`config.mk`:
```
export PLATFORM = sky130hd
export DESIGN_NAME = mux_scan_sel
export DESIGN_NICKNAME = d
export VERILOG_FILES = /design/src/rtl/mux_pkg.sv /design/src/rtl/mux_nx1.sv /design/src/rtl/mux_scan_sel.sv
export SDC_FILE = /design/constraint.sdc
export NUM_CORES = 1
export LEC_CHECK = 0
export ABC_AREA = 1
export CAP_MARGIN = 20
export CORE_AREA = 2 2 112 114
export DETAILED_ROUTE_END_ITERATION = 8
export DIE_AREA = 0 0 114 116
export GPL_TIMING_DRIVEN = 1
export HOLD_SLACK_MARGIN = 0.02
export PLACE_DENSITY = 0.45
export SYNTH_ARGS = -nofsm -noshare
export SYNTH_HDL_FRONTEND = slang
export SYNTH_SLANG_ARGS = --single-unit
export TNS_END_PERCENT = 30
```
`constraint.sdc`:
```
create_clock -name wb_clk_i -period 5.45 [get_ports wb_clk_i]
set_input_delay 1.09 -clock wb_clk_i [delete_from_list [all_inputs] [get_ports wb_clk_i]]
set_output_delay 1.09 -clock wb_clk_i [all_outputs]
set_load 0.02 [all_outputs]
```
`src/rtl/mux_pkg.sv`:
```
// ---------------------------------------------------------------------------
// mux_pkg
// Shared definitions for the scanning channel-select mux.
//   state_t     : FSM encoding (IDLE, BLANK, PASS).
//   MODE_*      : values of the mode input.
//   clog2       : ceiling log2, used for constant width calculations.
// ---------------------------------------------------------------------------
package mux_pkg;

    typedef enum logic [1:0] {
        IDLE  = 2'd0,
        BLANK = 2'd1,
        PASS  = 2'd2
    } state_t;

    localparam logic MODE_MANUAL = 1'b0;
    localparam logic MODE_SCAN   = 1'b1;

    // Smallest r with (1 << r) >= value; clog2(1) = 0.
    function automatic int clog2(input int value);
        int result;
        result = 0;
        for (int i = 0; i < 32; i++) begin
            if ((1 << result) < value) begin
                result = result + 1;
            end
        end
        return result;
    endfunction

endpackage

```
`src/rtl/mux_nx1.sv`:
```
// ---------------------------------------------------------------------------
// mux_nx1
// Purely combinational NUM_CH:1 selector. The parent registers the result.
// Ports:
//   a    in  NUM_CH  channel inputs
//   sel  in  SEL_W   channel index
//   y    out 1       a[sel], or 0 when sel >= NUM_CH
// ---------------------------------------------------------------------------
module mux_nx1 #(
    parameter int NUM_CH = 16,
    parameter int SEL_W  = 4
) (
    input  logic [NUM_CH-1:0] a,
    input  logic [SEL_W-1:0]  sel,
    output logic              y
);

    // A compare-per-channel loop keeps an out-of-range index (possible when
    // NUM_CH is not a power of two) from reading past the end of a.
    always_comb begin
        y = 1'b0;
        for (int i = 0; i < NUM_CH; i++) begin
            if (sel == SEL_W'(i)) begin
                y = a[i];
            end
        end
    end

endmodule

```
`src/rtl/mux_scan_sel.sv`:
```
// ---------------------------------------------------------------------------
// mux_scan_sel
// Registered NUM_CH:1 channel selector with manual and auto-scan modes.
// Every channel change blanks the output for BLANK cycles so that no runt
// pulse from the switch reaches the downstream pad or counter.
//
// Ports:
//   wb_clk_i  in   1        clock
//   wb_rst_i  in   1        synchronous active-high reset
//   en        in   1        block enable; 0 parks the FSM in IDLE
//   mode      in   1        0 = manual, 1 = auto-scan
//   sel_in    in   SEL_W    manual channel request
//   sel_load  in   1        strobe that requests sel_in (manual mode only)
//   dwell     in   DWELL_W  PASS cycles per channel in scan mode (0 acts as 1)
//   a         in   NUM_CH   channel inputs
//   y         out  1        registered selected channel, 0 when not valid
//   valid     out  1        y carries a settled channel
//   cur_sel   out  SEL_W    currently selected channel
//   wrap      out  1        one-cycle pulse when the scan wraps back to 0
// ---------------------------------------------------------------------------
module mux_scan_sel
    import mux_pkg::*;
#(
    parameter int NUM_CH  = 16,
    parameter int SEL_W   = 4,
    parameter int DWELL_W = 16,
    parameter int BLANK   = 2
) (
    input  logic               wb_clk_i,
    input  logic               wb_rst_i,
    input  logic               en,
    input  logic               mode,
    input  logic [SEL_W-1:0]   sel_in,
    input  logic               sel_load,
    input  logic [DWELL_W-1:0] dwell,
    input  logic [NUM_CH-1:0]  a,
    output logic               y,
    output logic               valid,
    output logic [SEL_W-1:0]   cur_sel,
    output logic               wrap
);

    // The BLANK parameter shadows the imported state name, so the state
    // literals are always written package-qualified in this module.
    localparam int                   BLANK_W    = clog2(BLANK + 1);
    localparam logic [BLANK_W-1:0]   BLANK_INIT = BLANK_W'(BLANK - 1);
    localparam logic [SEL_W-1:0]     LAST_CH    = SEL_W'(NUM_CH - 1);
    localparam logic [SEL_W:0]       NUM_CH_EXT = (SEL_W + 1)'(NUM_CH);

    state_t               state;
    state_t               state_next;
    logic [SEL_W-1:0]     cur_sel_next;
    logic [BLANK_W-1:0]   blank_cnt;
    logic [BLANK_W-1:0]   blank_cnt_next;
    logic [DWELL_W-1:0]   dwell_cnt;
    logic [DWELL_W-1:0]   dwell_cnt_next;
    logic [DWELL_W-1:0]   dwell_limit;
    logic                 wrap_next;
    logic                 mode_q;
    logic                 mode_changed;
    logic                 sel_legal;
    logic                 manual_req;
    logic                 manual_switch;
    logic                 mux_y;

    mux_nx1 #(
        .NUM_CH (NUM_CH),
        .SEL_W  (SEL_W)
    ) u_mux (
        .a   (a),
        .sel (cur_sel),
        .y   (mux_y)
    );

    // Request decode. A manual request is only legal for an existing
    // channel; it causes a switch (and a blank) only when it actually names
    // a different channel. dwell = 0 is folded onto dwell = 1.
    always_comb begin
        sel_legal     = ({1'b0, sel_in} < NUM_CH_EXT);
        manual_req    = (mode == MODE_MANUAL) && sel_load && sel_legal;
        manual_switch = manual_req && (sel_in != cur_sel);
        mode_changed  = (mode != mode_q);
        dwell_limit   = (dwell == '0) ? '0 : (dwell - DWELL_W'(1));
    end

    // Next-state logic. Priority: enable low parks the FSM (and beats a
    // coincident scan advance), then anything that forces a fresh blank
    // (leaving IDLE, a manual switch, a mode change), then the normal
    // BLANK countdown and PASS dwell counting.
    always_comb begin
        state_next     = state;
        cur_sel_next   = cur_sel;
        blank_cnt_next = blank_cnt;
        dwell_cnt_next = dwell_cnt;
        wrap_next      = 1'b0;

        if (!en) begin
            state_next = mux_pkg::IDLE;
            if (manual_req) begin
                cur_sel_next = sel_in;
            end
        end else if ((state == mux_pkg::IDLE) || manual_switch || mode_changed) begin
            state_next     = mux_pkg::BLANK;
            blank_cnt_next = BLANK_INIT;
            if (manual_switch) begin
                cur_sel_next = sel_in;
            end
            if (mode_changed) begin
                dwell_cnt_next = '0;
            end
        end else begin
            case (state)
                mux_pkg::BLANK: begin
                    if (blank_cnt == '0) begin
                        state_next     = mux_pkg::PASS;
                        dwell_cnt_next = '0;
                    end else begin
                        blank_cnt_next = blank_cnt - BLANK_W'(1);
                    end
                end
                mux_pkg::PASS: begin
                    if (mode == MODE_SCAN) begin
                        if (dwell_cnt == dwell_limit) begin
                            state_next     = mux_pkg::BLANK;
                            blank_cnt_next = BLANK_INIT;
                            if (cur_sel == LAST_CH) begin
                                cur_sel_next = '0;
                                wrap_next    = 1'b1;
                            end else begin
                                cur_sel_next = cur_sel + SEL_W'(1);
                            end
                        end else begin
                            dwell_cnt_next = dwell_cnt + DWELL_W'(1);
                        end
                    end
                end
                default: begin
                    state_next = mux_pkg::IDLE;
                end
            endcase
        end
    end

    // State, counters and the output register. y/valid are computed from
    // the current state, so they trail the FSM by one cycle: the first
    // settled sample appears the cycle after PASS is entered, and the last
    // one the cycle after PASS is left.
    always_ff @(posedge wb_clk_i) begin
        if (wb_rst_i) begin
            state     <= mux_pkg::IDLE;
            cur_sel   <= '0;
            blank_cnt <= '0;
            dwell_cnt <= '0;
            mode_q    <= MODE_MANUAL;
            y         <= 1'b0;
            valid     <= 1'b0;
            wrap      <= 1'b0;
        end else begin
            state     <= state_next;
            cur_sel   <= cur_sel_next;
            blank_cnt <= blank_cnt_next;
            dwell_cnt <= dwell_cnt_next;
            mode_q    <= mode;
            y         <= (state == mux_pkg::PASS) ? mux_y : 1'b0;
            valid     <= (state == mux_pkg::PASS);
            wrap      <= wrap_next;
        end
    end

endmodule

```
==> out/results.ini, run 1 <==
[timing]
final-setup-viol-count = 0
max-slew-margin-rel_pct = 39.10
maxSlewViolCount = 0
min_period_over_period_pct = 67.49
worst_slack_ns = 1.772
hold_violations = 0
worst_pin_slew_ns = 0.9106
max_freq_mhz = 271.9
period_needed_ns = 3.678
setup_tns_ns = 0
rsz0062_at_grt = no
fin_worst_skew_ns = 0.009556

[clocking]
clk_pin_slew_ns = 0.07
cts-root-buf = clkbuf_16
cts_buffer_depth = 2
cts_sinks = 28
cts_buffers = 3
cts-htree-levels = 1
cts_tree = built
ctsResizeCount = 0
hold_buffers = 0
cts_setup_buffers = 0
clk_latency_ns = 0.27

[drt]
totalWireLength_um = 9300
drt_iter0_drc = 183
wire_per_inst_um = 13.10
route.detailed.drc = 0
detail_route.vias_per_cell = 4.724
num_vias = 3354
ant_nets = 0
dr.pass1.iters = 4

[critical_path]
slowest_delay_ns = 0.40
worstSetupPathType = in2reg
path_cells = clkdlybuf4s50_1 > inv_1 > ha_1 > nand2_4 > nor2_4 > nand2_4 > nand4_1 > nand2_1 > nor2_1 > nand2_1 > nor2_2 > nand4_4 > nand3_4 > nand2_1 > nand2_1 > nor2_1
crit_path_end_kind = flop
cp_max_fo = 30
required_ns = 5.57
path_common_cell = nand2_1
cp_slowest_cell = clkdlybuf4s50_1
cp_top_family = simple AND/OR/NAND/NOR gates
critPathLaunchType = input port
worstPathArrival_ns = 3.80
cp_num_buf_inv = 2

[synth]
synthDominantCellAreaShare_pct = 19.15
synth.most_common_cell = nand2_1
syn_nets = 572
yosysTopAreaCell = nand2_1
ys_top_cells_by_area = nand2_1, dfxtp_1, inv_1
avgSynthCellArea_um2 = 5.798
synth_edf_count = 0
yosysSeqAreaShare_pct = 18.45
yosysUniqueCellTypes = 35
async_flop_share_pct = 0
syn_area_um2 = 3038
synth_commonest_cells = nand2_1, inv_1, nor2_1
yosysWarnings = 0
syn_inst = 524
ys_ff_latch = 28
synth-main-ff-cell = dfxtp_1

[floorplan]
initial_utilization_pct = 25.50
num_io_pins = 48
core_um2 = 11910
die_h_um = 116
die_x_um = 114
rows = 40
die_area_um2 = 13220

[final_layout]
diodes = 0
fin_nets = 612
drive_gt1_share_pct = 8.348
final_util_pct = 31.19
syn2layout_area_growth_pct = 22.28

[job]
cap_viol_max_count = 0

[global_routing]
use_met2_pct = 24.96
grt_pass1_vias = 3186
grt_use_met3_pct = 1.987
antenna_found_initial = 0
grt_use_total_pct = 14.14
grt_pass1_wl_um = 15320
grt-ovfl-total = 0
use_met1_pct = 18.75
grt.busiest_layer = met2
grt_max_degree = 31

[place]
globalplace.congestion = 0.8514
dpl.hpwl_um = 7408
port_buffers = 47
pre_cts_slack_ns = 1.471

[power_and_ir_drop]
ir_worst_vdd_v = 0.0001157
p_per_area_nw_per_um2 = 171.8
p_leak_nw = 1.601

[status]
status = finished clean

[hold_path]
hold_class = reg2reg

## sequential cells by signal, summed over array words and instances, names as in the netlist
| signal | flops |
|---|---|
| cur_sel | 4 |
| y | 1 |
| wrap | 1 |
| mode_q | 1 |
| blank_cnt | 2 |
| valid | 1 |
| state | 2 |
| dwell_cnt | 16 |
## layout by cell type (no fill, tap or decap)
| master | netlist | final |
|---|---|---|
| o211ai_1 | 4 | 4 |
| nand2_2 | 13 | 13 |
| o21a_1 | 2 | 2 |
| nor2_1 | 63 | 63 |
| nor3b_1 | 1 | 1 |
| xnor2_1 | 4 | 4 |
| ha_1 | 7 | 7 |
| bufinv_16 | 0 | 1 |
| o221ai_1 | 1 | 1 |
| clkdlybuf4s50_1 | 0 | 47 |
| nor2_4 | 5 | 5 |
| a21oi_1 | 9 | 9 |
| nand3_2 | 2 | 2 |
| o21ai_0 | 11 | 11 |
| dfxtp_1 | 28 | 28 |
| nand3_4 | 1 | 1 |
| nand2_4 | 2 | 2 |
| nand3b_1 | 5 | 5 |
| nor2_2 | 8 | 8 |
| a21oi_2 | 11 | 11 |
| nor3_1 | 8 | 8 |
| clkbuf_16 | 0 | 3 |
| nand4_1 | 30 | 30 |
| xor2_1 | 6 | 6 |
| nand3_1 | 42 | 42 |
| clkinv_1 | 1 | 1 |
| nand2_1 | 155 | 155 |
| inv_1 | 74 | 74 |
| a31oi_1 | 2 | 2 |
| nand4_4 | 1 | 1 |
| o21bai_1 | 4 | 4 |
| nor4_1 | 12 | 12 |
## metrics by stage
step / cells / power, W / area, µm² / hold slack, ns
floorplan: 524 / 0.0003509 / 3038 / 0.4394
global placement: 706 / 0.0004201 / 3610 / 0.4555
detailed placement: 706 / 0.0004205 / 3610 / 0.4610
CTS: 710 / 0.0006441 / 3715 / 0.4707
global route: 710 / 0.0006791 / 3715 / 0.4993
finish: 710 / 0.0006380 / 3715 / 0.4743
## logic make-up (layout without fill, tap and decap cells)
logic type	after synthesis	in the layout	share of synthesized area, %
AO/OA/AOI/OAI	44	44	9.637
XOR/XNOR	10	10	2.883
adder cells (fa/ha/maj)	7	7	2.883
buffers and inverters	87	126	11.99
flip-flops	28	28	18.45
AND/OR/NAND/NOR	348	348	54.16
## metal layers
metal  up-vias  part of all wire (%)
li1       1793                     -
met1      1491                    48
met2        66                    47
met3         4                   3.9
met4         0                  0.32
met5         -                     0
## report_power, final
part	leakage, nW	total [W]	internal [W]	switching (W)
clock	0.0511	0.000222	0.000146	0.0000753
combinational	1.32	0.000190	0.0000775	0.000113
sequential	0.228	0.000226	0.000213	0.0000130
total	1.60	0.000638	0.000437	0.000201
## area by class of cell
type / instances / area [µm²]
fillers: 1367 / 8197
multi-input cells: 409 / 2113
flip-flops and latches: 28 / 560.5
repair buffers: 47 / 470.5
inverters: 75 / 281.5
well taps: 147 / 183.9
clock buffers: 3 / 75.07
clock inverters: 1 / 30.03
## path summary, 6_finish.rpt
check	from	to	slack, ns	depth (start not counted)
max	dwell[0]	dwell_cnt[1]	1.77	16
min	blank_cnt[1]	blank_cnt[1]	0.47	2
max reg2reg	state[1]	dwell_cnt[5]	2.53	9
min reg2reg	blank_cnt[1]	blank_cnt[1]	0.47	2
## worst min-delay path, stage by stage (launching register included)
cell,delay (ns)
dfxtp_1,0.31
nand2_1,0.06
a21oi_1,0.05
(Power assumes the default switching activity.)
==> run 2, diff against run 1 <==
clock period = 3.52 ns   (was 5.45 ns; I/O delays follow)
==> run 2 against run 1 <==
  * Final cell count up 0.85%
  * Global-route usage barely moved
  * Cell area grew 1.2%
  * Critical path depth is 1 higher
  * Wire length did not move
  * Critical endpoint is now cur_sel[3]
==> out/results.ini, run 2 (synthesis results as in run 1) <==
[status]
status = finished clean

[drt]
detail_route.vias_per_cell = 4.747  ; +0.49%
drt_iter0_drc = 187  ; +2.2%
totalWireLength_um = 9300  ; unchanged
wire_per_inst_um = 12.99  ; -0.84%
num_vias = 3399  ; +1.3%
ant_nets = 0  ; unchanged
dr.pass1.iters = 5  ; +1
route.detailed.drc = 0  ; unchanged

[clocking]
cts-htree-levels = 1  ; unchanged
cts_buffer_depth = 2  ; unchanged
cts-root-buf = clkbuf_16
cts_tree = built
cts_sinks = 28  ; unchanged
clk_latency_ns = 0.26  ; about the same
clk_pin_slew_ns = 0.07  ; about the same
cts_setup_buffers = 0  ; unchanged
cts_buffers = 3  ; unchanged
ctsResizeCount = 0  ; unchanged
hold_buffers = 0  ; unchanged

[global_routing]
grt-ovfl-total = 0  ; unchanged
grt_pass1_wl_um = 15210  ; -0.72%
grt_use_total_pct = 14.10  ; -0.041 points
grt_pass1_vias = 3215  ; +0.91%
grt_max_degree = 31  ; unchanged
antenna_found_initial = 0  ; unchanged

[job]
cap_viol_max_count = 0  ; unchanged

[timing]
fin_worst_skew_ns = 0.004580  ; -0.004976 ns
worst_slack_ns = 0.4449  ; -1.327 ns
hold_violations = 0  ; unchanged
max_freq_mhz = 325.2
period_needed_ns = 3.075
min_period_over_period_pct = 87.36
max-slew-margin-rel_pct = 47.66  ; +8.6 points
maxSlewViolCount = 0  ; unchanged
setup_tns_ns = 0  ; unchanged
worst_pin_slew_ns = 0.7843  ; -0.1263 ns
rsz0062_at_grt = no
final-setup-viol-count = 0  ; unchanged

[final_layout]
final_util_pct = 31.57  ; +0.38 points
layout_common_cells = nand2_1, inv_1, nor2_1
regMostFlops = dwell_cnt
drive_gt1_share_pct = 9.315  ; +0.97 points
final_common_cell = nand2_1
largest_reg_flops = 16  ; unchanged
syn2layout_area_growth_pct = 23.76
fin_nets = 618  ; +0.98%
diodes = 0  ; unchanged
reg.largest.list = dwell_cnt: 16 flops, cur_sel: 4 flops
fin_area_um2 = 3760  ; +1.2%

[place]
pre_cts_slack_ns = 0.1329  ; -1.338 ns
globalplace.congestion = 0.8171  ; -4.0%
place_area_um2 = 3655  ; +1.2%
port_buffers = 47  ; unchanged
dpl.hpwl_um = 7512  ; +1.4%

[floorplan]
initial_utilization_pct = 25.50  ; unchanged
die_area_um2 = 13220  ; unchanged
rows = 40  ; unchanged
core_um2 = 11910  ; unchanged
die_x_um = 114  ; unchanged
die_h_um = 116  ; unchanged
num_io_pins = 48  ; unchanged

[critical_path]
worstPathArrival_ns = 3.28  ; -0.52 ns
crit_path_end_kind = flop
cp_max_fo = 30  ; unchanged
required_ns = 3.73  ; -1.84 ns
worstSetupPathType = in2reg
critPathLaunchType = input port

[hold_path]
hold_class = reg2reg

[power_and_ir_drop]
p_leak_nw = 1.628  ; +1.7%
p_total_w = 0.0009856  ; +54%
ir_worst_vdd_v = 0.0001949  ; +68%
p_per_area_nw_per_um2 = 262.1  ; +53%

run 2: cell count changes in the layout (fill, tap and decap cells not counted), sizes merged:
cell,delta
buf,+6
run 2: metrics by stage:
stage / hold WS [ns] / std cells
after floorplan: 0.4394 / 524
after global placement: 0.4556 / 712
after detailed placement: 0.4694 / 712
after CTS: 0.4795 / 716
after global routing: 0.5038 / 716
final: 0.4686 / 716
run 2: metal layers:
layer / global-route usage, % / vias up / share of wire [%]
li1: - / 1790 / -
met1: 18.51 / 1557 / 48
met2: 24.84 / 45 / 46
met3: 2.354 / 7 / 4.4
met4: 2.114 / 0 / 0.75
met5: 0 / - / 0
run 2: layout make-up:
| type | instances | area [µm²] |
|---|---|---|
| fill | 1350 | 8152 |
| multi-input combinational | 409 | 2113 |
| sequential | 28 | 560.5 |
| timing repair buffer | 53 | 515.5 |
| inverter | 75 | 281.5 |
| tap | 147 | 183.9 |
| clock buffer | 3 | 75.07 |
| clock inverter | 1 | 30.03 |
run 2: worst max-delay path, cell delays in order:
cell and delay (ns):
clkdlybuf4s50_1 0.40, inv_1 0.15, ha_1 0.30, nand2_4 0.11
nor2_4 0.14, nand2_4 0.19, nand4_1 0.20, nand2_1 0.07
nor2_1 0.11, nand2_1 0.07, nor2_2 0.19, nand2_1 0.13
nand2_1 0.09, nand3_2 0.17, nand2_1 0.11, nand2_1 0.05
nor2_1 0.08
run 2: path summary, 6_finish.rpt:
| path | start | endpoint | slack, ns | cells after the start |
|---|---|---|---|---|
| worst max register to register | cur_sel[2] | dwell_cnt[1] | 0.90 | 12 |
| worst min register to register | blank_cnt[1] | blank_cnt[1] | 0.47 | 2 |
| worst min-delay path | blank_cnt[1] | blank_cnt[1] | 0.47 | 2 |
| worst max-delay path | dwell[0] | cur_sel[3] | 0.44 | 17 |
run 2: report_power, final:
part / internal [W] / total [W] / leakage (nW) / switching [W]
sequential: 0.000330 / 0.000350 / 0.228 / 0.0000198
clock: 0.000227 / 0.000339 / 0.0511 / 0.000112
combinational: 0.000123 / 0.000297 / 1.35 / 0.000174
